## src/rtl/alu_chain_seq.sv

```systemverilog
// Multi-byte sequencer feeding an external 8-bit ALU one byte per cycle,
// chaining carry-out to carry-in and assembling the wide result and flags.
module alu_chain_seq #(
  parameter int NBYTES = 2
) (
  input  logic                  clk,
  input  logic                  reset,
  input  logic                  start,
  input  logic [1:0]            op,
  input  logic [8*NBYTES-1:0]   a_word,
  input  logic [8*NBYTES-1:0]   b_word,
  input  logic                  cin,
  output logic [2:0]            alu_cmd,
  output logic [7:0]            alu_a,
  output logic [7:0]            alu_b,
  output logic                  alu_sc_i,
  output logic [1:0]            alu_how_high,
  input  logic [7:0]            alu_rslt,
  input  logic                  alu_sc_o,
  input  logic                  alu_zero,
  input  logic                  alu_pari,
  output logic                  busy,
  output logic                  done,
  output logic [8*NBYTES-1:0]   result,
  output logic                  cout,
  output logic                  zero_f,
  output logic                  pari_f
);
  localparam int IW = (NBYTES > 1) ? $clog2(NBYTES) : 1;
  localparam logic [IW-1:0] LAST = IW'(NBYTES - 1);

  localparam logic [1:0] OP_ADD = 2'b00;
  localparam logic [1:0] OP_SUB = 2'b01;
  localparam logic [1:0] OP_SHL = 2'b10;
  localparam logic [1:0] OP_SHR = 2'b11;

  typedef enum logic [1:0] {IDLE, RUN, DONE} state_t;

  state_t                    state_q, state_d;
  logic [NBYTES-1:0][7:0]    a_q, a_d, b_q, b_d, res_q, res_d;
  logic [1:0]                op_q, op_d;
  logic [IW-1:0]             idx_q, idx_d;
  logic                      carry_q, carry_d;
  logic                      zero_q, zero_d;
  logic                      pari_q, pari_d;
  logic                      last_byte;

  // SHR walks from the MS byte down, so its final byte is index 0.
  assign last_byte = (op_q == OP_SHR) ? (idx_q == '0) : (idx_q == LAST);

  always_comb begin
    state_d = state_q;
    a_d     = a_q;
    b_d     = b_q;
    op_d    = op_q;
    idx_d   = idx_q;
    carry_d = carry_q;
    zero_d  = zero_q;
    pari_d  = pari_q;
    res_d   = res_q;
    case (state_q)
      IDLE: if (start) begin
        a_d     = a_word;
        b_d     = b_word;
        op_d    = op;
        res_d   = '0;
        zero_d  = 1'b1;
        pari_d  = 1'b0;
        carry_d = (op == OP_SUB) ? 1'b1 : cin;
        idx_d   = (op == OP_SHR) ? LAST : '0;
        state_d = RUN;
      end
      RUN: begin
        res_d[idx_q] = alu_rslt;
        carry_d      = alu_sc_o;
        zero_d       = zero_q & alu_zero;
        pari_d       = pari_q ^ alu_pari;
        if (last_byte)           state_d = DONE;
        else if (op_q == OP_SHR) idx_d = idx_q - IW'(1);
        else                     idx_d = idx_q + IW'(1);
      end
      DONE: begin
        idx_d   = '0;
        state_d = IDLE;
      end
      default: state_d = IDLE;
    endcase
  end

  always_ff @(posedge clk or negedge reset) begin
    if (!reset) begin
      state_q <= IDLE;
      a_q     <= '0;
      b_q     <= '0;
      op_q    <= '0;
      idx_q   <= '0;
      carry_q <= 1'b0;
      zero_q  <= 1'b0;
      pari_q  <= 1'b0;
      res_q   <= '0;
    end else begin
      state_q <= state_d;
      a_q     <= a_d;
      b_q     <= b_d;
      op_q    <= op_d;
      idx_q   <= idx_d;
      carry_q <= carry_d;
      zero_q  <= zero_d;
      pari_q  <= pari_d;
      res_q   <= res_d;
    end
  end

  // ALU drive is purely combinational from state so reset clears it at once.
  always_comb begin
    alu_cmd  = 3'b000;
    alu_a    = 8'h00;
    alu_b    = 8'h00;
    alu_sc_i = 1'b0;
    if (state_q == RUN) begin
      alu_a    = a_q[idx_q];
      alu_sc_i = carry_q;
      case (op_q)
        OP_ADD:  alu_b = b_q[idx_q];
        OP_SUB:  alu_b = ~b_q[idx_q];
        OP_SHL:  alu_cmd = 3'b001;
        OP_SHR:  alu_cmd = 3'b010;
        default: alu_cmd = 3'b000;
      endcase
    end
  end

  assign alu_how_high = 2'b00;
  assign busy   = (state_q == RUN);
  assign done   = (state_q == DONE);
  assign result = res_q;
  // carry register is frozen outside RUN, so it doubles as the final cout.
  assign cout   = carry_q;
  assign zero_f = zero_q;
  assign pari_f = pari_q;
endmodule

```

## config.mk

```make
export PLATFORM = sky130hd
export DESIGN_NAME = alu_chain_seq
export DESIGN_NICKNAME = d
export VERILOG_FILES = /design/src/rtl/alu_chain_seq.sv
export SDC_FILE = /design/constraint.sdc
export NUM_CORES = 1
export LEC_CHECK = 0
export CORE_MARGIN = 4
export CORE_UTILIZATION = 50
export DETAILED_ROUTE_END_ITERATION = 7
export GPL_TIMING_DRIVEN = 0
export PLACE_DENSITY = 0.94
export SYNTH_ARGS = -nofsm -noshare
export SYNTH_HDL_FRONTEND = slang
export SYNTH_SLANG_ARGS = --single-unit
```

## constraint.sdc

```tcl
create_clock -name clk -period 4.15 [get_ports clk]
set_clock_uncertainty 0.2 [all_clocks]
set_input_delay 0.415 -clock clk [delete_from_list [all_inputs] [get_ports clk]]
set_output_delay 0.415 -clock clk [all_outputs]
set_load 0.02 [all_outputs]
```

==> flow_summary.json, run 1 <==
{
  "tns_ns": 0,
  "cts-htree-levels": 2,
  "grt_pass1_vias": 2393,
  "async_reset_ff_frac": 1.00,
  "clock.fmax_mhz": 320,
  "timing.rr.end": "idx_q$_DFFE_PN0P_",
  "grt_pass1_wl_um": 11500,
  "crit_type": "flop to output port",
  "critPathLaunchType": "flop",
  "fin_nets": 406,
  "postSynthAreaPerCell_sq_um": 11.5,
  "ant_nets": 0,
  "fin_crit_sh": 0.753,
  "routedWlPerCell_um": 16.6,
  "clockBufferDepth": 2,
  "crit_slowest_cell": "clkdlybuf4s50_1",
  "numPortBuffers": 88,
  "finalCoreUtilization": 0.718,
  "post_cts_buffers": 0,
  "yosysTopAreaCell": "dfrtp_1",
  "root_buffer": "clkbuf_8",
  "drv_slew": 0,
  "clock-sinks": 56,
  "cts_tree": "yes",
  "ys_warn_count": 0,
  "hold_viol_final": 0,
  "fin_crit_ns": 3.12,
  "p_per_area_mw_per_mm2": 772,
  "power_leakage_nw": 1.76,
  "holdCritStartpoint": "b_q[7]$_DFFE_PN0P_",
  "clk_latency_ns": 0.31,
  "maxSlewHeadroom": 0.549,
  "dieHeight_um": 84.2,
  "drive_gt1_frac": 0.207,
  "cp_max_fo": 10,
  "ctsResizeCount": 0,
  "viasPerCell": 5.38,
  "regToRegSetupSlack_ns": 2.13,
  "ys_types": 39,
  "path_cells": "inv_1, ha_1, buf_2, clkbuf_1, and3_1, clkdlybuf4s50_1",
  "synth_most_common_cell": "dfrtp_1",
  "core_region_area_sq_mm": 0.00557,
  "syn_area_sq_mm": 0.00291,
  "critPathArrivalTime_ns": 2.51,
  "r2r-start": "state_q[0]$_DFFE_PN0P_",
  "die_w_um": 84.2,
  "drc": 0,
  "synthTopCellsByCount": "dfrtp_1 (56), mux2_2 (35), nor2_1 (20)",
  "critPathTopFamily": "buffers and inverters",
  "seq_area_frac_synth": 0.482,
  "hold_end": "b_q[7]$_DFFE_PN0P_",
  "cts_made_buffers": 5,
  "grt_usage": 0.201,
  "holdBufCountCts": 1,
  "antenna-diode-count": 0,
  "synthToLayoutAreaGrowth_pct": 37.7,
  "r2r_cells": 7,
  "synth-edff-count": 0,
  "rsz0062_at_grt": "no",
  "dieArea_sq_mm": 0.00709,
  "report.final.setup_viol": 0,
  "grt_max_degree": 30,
  "worst_pin_slew_ns": 0.676,
  "synth_top_flop_cell": "dfrtp_1",
  "first_iter_violations": 115,
  "antenna_found_initial": 0,
  "gp_congestion": 0.818,
  "vias": 2286,
  "globalRoute.totalOverflow": 0,
  "run_status": "finished clean",
  "postSynthCellCount": 253,
  "yosys-top-cells-area": "dfrtp_1 (48%), mux2_2 (14%), mux2i_1 (5.9%)",
  "holdWs_ns": 0.314,
  "clkTransAtPathRegs_ns": 0.10,
  "end_kind": "output port",
  "critPathMaxStageDelay_ns": 0.62,
  "max_cap_viol_count": 0,
  "dp_hpwl_um": 5280,
  "drt-pass1-iter-count": 4,
  "ios": 92,
  "synth.top_cell.area_share": 0.482,
  "cp_num_buf_inv": 4,
  "start_util": 0.521,
  "cp.required_ns": 3.53,
  "whs_path_depth": 1,
  "num_rows": 27,
  "hold_path_class": "flop to flop",
  "ys_seq_elements": 56,
  "vdd_ir_drop_max_mv": 0.481,
  "drt_wl_total_um": 7040
}
[worst max-delay path by stage]
stage | depth (start not counted) | to | startpoint
floorplan | 6 | alu_cmd[0] | state_q[1]$_DFFE_PN0P_
global placement | 1 | b_q[4]$_DFFE_PN0P_ | reset
detailed placement | 6 | alu_cmd[1] | state_q[1]$_DFFE_PN0P_
CTS | 6 | alu_cmd[1] | state_q[1]$_DFFE_PN0P_
global route | 6 | alu_cmd[1] | state_q[1]$_DFFE_PN0P_
finish | 6 | alu_cmd[1] | state_q[1]$_DFFE_PN0P_
[area by class of cell]
class	count	area, sq um
Fill cell	399	1570
Sequential cell	56	1400
Multi-Input combinational cell	167	1340
Timing Repair Buffer	90	906
Buffer	21	130
Tap cell	72	90.1
Clock buffer	5	68.8
Inverter	11	41.3
Clock inverter	3	22.5
[power breakdown]
group / switching, mW / internal, mW
clock network: 0.187 / 0.121
logic: 0.888 / 0.908
registers: 0.175 / 0.807
total: 1.25 / 1.84
[cells in the final DEF (no fill, tap or decap), drive strengths merged, types with 2 or more instances in the layout]
cell	instances
nand2b	2
o31ai	8
conb	3
xor2	8
dfrtp	56
a31o	7
buf	20
o21ai	4
mux2i	17
a21oi	4
a31oi	2
clkinv	2
clkbuf	8
inv	12
ha	5
nor2	20
a22o	15
nand2	11
nor2b	12
clkdlybuf4s50	87
mux2	35
[registers in the layout, summed over array words and instances (netlist names), 2 cells and up]
name / flops
result: 16
a_q: 16
state_q: 2
op_q: 2
b_q: 16
[cell families after synthesis]
group	share of synthesized area
flops	0.482
fa+ha+maj	0.0215
buf+inv	0.0590
mux	0.194
compound gates	0.133
other cells	0.00129
simple gates	0.0848
xor+xnor	0.0241
[per-layer routing]
layer	track usage	part of all wire	up-vias	wire (um)
met2	0.346	0.49	95	3440
met4	0.0526	0.012	0	83
met5	0	0	-	0
met1	0.244	0.42	1101	2930
met3	0.0608	0.083	7	583
li1	-	-	1083	-
[per-stage QoR]
| stage | instance area [sq um] | power, mW | std cells | worst slack, ns |
|---|---|---|---|---|
| final | 4000 | 3.09 | 425 | 1.03 |
| after CTS | 4000 | 3.11 | 425 | 0.995 |
| after global placement | 3880 | 2.72 | 415 | 0.743 |
| after floorplan | 2910 | 2.15 | 255 | 1.93 |
| after detailed placement | 3900 | 2.80 | 416 | 1.36 |
| after global routing | 4000 | 3.30 | 425 | 0.859 |
(Power assumes the default switching activity.)
==> run 2: changes to the inputs <==
--- a/config.mk
+++ b/config.mk
@@ -6,10 +6,10 @@
 export NUM_CORES = 1
 export LEC_CHECK = 0
 export CORE_MARGIN = 4
-export CORE_UTILIZATION = 50
+export CORE_UTILIZATION = 47
 export DETAILED_ROUTE_END_ITERATION = 7
 export GPL_TIMING_DRIVEN = 0
-export PLACE_DENSITY = 0.94
+export PLACE_DENSITY = 0.9
 export SYNTH_ARGS = -nofsm -noshare
 export SYNTH_HDL_FRONTEND = slang
 export SYNTH_SLANG_ARGS = --single-unit
==> constraint.sdc (replaced) <==
create_clock -name clk -period 2.9 [get_ports clk]
set_clock_uncertainty 0.2 [all_clocks]
set_input_delay 0.29 -clock clk [delete_from_list [all_inputs] [get_ports clk]]
set_output_delay 0.29 -clock clk [all_outputs]
set_load 0.02 [all_outputs]
==> run 2 against run 1 <==
Critical path depth unchanged. Cell area grew 0.91%. Core utilization decreased by 4.0 points. Via count fell by 1.7%. Critical endpoint is now alu_a[6]. Largest power group unchanged.
==> flow_summary.json, run 2 (synthesis results as in run 1) <==
{
  "max_cap_viol_count": 0,
  "ios": 92,
  "rsz0062_at_grt": "yes",
  "path_common_cell": "inv_1",
  "critPathLaunchType": "flop",
  "power_leakage_nw": 1.94,
  "fin_crit_ns": 2.81,
  "cts_made_buffers": 5,
  "p_per_area_mw_per_mm2": 1100,
  "globalRoute.totalOverflow": 0,
  "timing.rr.end": "b_q[9]$_DFFE_PN0P_",
  "run_status": "finished clean",
  "wl_met3_um": 510,
  "core_region_area_sq_mm": 0.00596,
  "p_clk_frac": 0.109,
  "grt_pass1_wl_um": 11600,
  "numPortBuffers": 88,
  "critPathMaxStageDelay_ns": 0.62,
  "path_cells": "inv_1, ha_1, buf_2, inv_1, nor2_1, clkdlybuf4s50_1",
  "wl_met2_um": 3570,
  "fillers": 473,
  "dieHeight_um": 86.6,
  "cp.required_ns": 2.41,
  "swShare": 0.393,
  "gp_congestion": 0.781,
  "fin_nets": 405,
  "antenna-diode-count": 0,
  "critPathArrivalTime_ns": 2.32,
  "clockBufferDepth": 2,
  "dp_hpwl_um": 5230,
  "drt-met1-wl_um": 2760,
  "drt-pass1-iter-count": 4,
  "seq_area_sq_mm": 0.00140,
  "start_util": 0.488,
  "power_frac_seq": 0.315,
  "dr.max_layer_used": "met4",
  "hold_viol_final": 0,
  "cts_tree": "yes",
  "drv_slew": 0,
  "crit_slowest_cell": "clkdlybuf4s50_1",
  "cts-htree-levels": 2,
  "layout_commonest_cell": "clkdlybuf4s50_1",
  "clk_latency_ns": 0.30,
  "synthToLayoutAreaGrowth_pct": 38.9,
  "root_buffer": "clkbuf_8",
  "multi_input_area_sq_mm": 0.00134,
  "finalWorstSetupSlack_ns": 0.0901,
  "dieArea_sq_mm": 0.00750,
  "power.internal_mw": 2.70,
  "viasPerCell": 5.29,
  "clkTransAtPathRegs_ns": 0.09,
  "clock-sinks": 56,
  "drc": 0,
  "grt_max_degree": 40,
  "grt_usage": 0.197,
  "report.final.setup_viol": 0,
  "cp_max_fo": 12,
  "place_ws_ns": 0.250,
  "p_comb_frac": 0.575,
  "r2r_cells": 5,
  "num_rows": 28,
  "die_w_um": 86.6,
  "routedWlPerCell_um": 16.2,
  "final_cell_mix": "clkdlybuf4s50_1 (77), dfrtp_1 (56), mux2_2 (35), nor2_1 (20), mux2i_1 (17)",
  "first_iter_violations": 77,
  "cp_num_buf_inv": 4,
  "critPathTopFamily": "buffers and inverters",
  "r2r-start": "state_q[0]$_DFFE_PN0P_",
  "fin_crit_sh": 0.969,
  "grt_pass1_vias": 2387,
  "antenna_found_initial": 0,
  "clock.fmax_mhz": 356,
  "vias": 2248,
  "regToRegSetupSlack_ns": 0.86,
  "crit_type": "flop to output port",
  "vdd_ir_drop_max_mv": 0.521,
  "drt_wl_total_um": 6900,
  "hold_path_class": "input pin to async pin",
  "end_kind": "output port",
  "tns_ns": 0,
  "p_switching_mw": 1.74,
  "drive_gt1_frac": 0.206,
  "ant_nets": 0
}
==> run 2: cell types whose count changed in the layout (fill, tap and decap cells not counted), sizes merged <==
cell,previous run,this run
clkdlybuf4s50,87,77
clkbuf,8,7
dlymetal6s2s,0,10
inv,12,11
bufinv,0,1
clkinv,2,0
==> run 2: power by group through the flow <==
stage	Combinational, mW	Sequential (mW)	Clock (mW)
4_1_cts	2.59	1.40	0.499
3_5_place_dp	2.58	1.42	0
2_1_floorplan	1.60	1.48	0
6_report	2.55	1.40	0.486
5_1_grt	2.77	1.46	0.541
3_3_place_gp	2.51	1.39	0
==> run 2: worst max path at each step <==
stage	start	end	slack, ns	depth (start not counted)
after floorplan	state_q[1]$_DFFE_PN0P_	alu_cmd[0]	0.81	6
after global placement	reset	b_q[10]$_DFFE_PN0P_	-0.39	1
after detailed placement	state_q[1]$_DFFE_PN0P_	alu_cmd[1]	0.25	6
after CTS	state_q[1]$_DFFE_PN0P_	alu_b[5]	0.02	7
after global routing	state_q[1]$_DFFE_PN0P_	alu_a[6]	-0.07	6
final	state_q[1]$_DFFE_PN0P_	alu_a[6]	0.09	6
==> run 2: timing repair <==
item | CTS | global route
setup buffers | 0 | 0
hold endpoints to repair | 17 | 0
hold buffers | 1 | 0
resized for setup | 1 | 12
pin swaps | 0 | 0
setup endpoints to repair | 11 | 17
==> run 2: final cells by class <==
cell class	count	share of cell area
sequential	56	0.347
clock buffer	5	0.0170
buffer	20	0.0322
tap	75	0.0232
inverter	11	0.0102
clock inverter	1	0.00744
multi-input combinational	167	0.332
timing repair buffer	90	0.231
==> run 2: per-layer routing <==
layer  global-route usage  vias to the layer above
met4               0.0439                        0
met1                0.250                     1086
met3               0.0437                        7
li1                     -                     1077
met5                    0                        -
met2                0.344                       78
==> run 2: through the flow <==
step,power [mW],utilization,hold WS [ns],cell area [sq um],std cells
3_5_place_dp,4.00,0.655,0.0496,3900,419
4_1_cts,4.49,0.673,0.265,4010,425
3_3_place_gp,3.90,0.653,0.287,3890,418
5_1_grt,4.77,0.678,0.286,4040,425
2_1_floorplan,3.08,-,-0.206,2910,255
6_report,4.44,0.678,0.255,4040,425
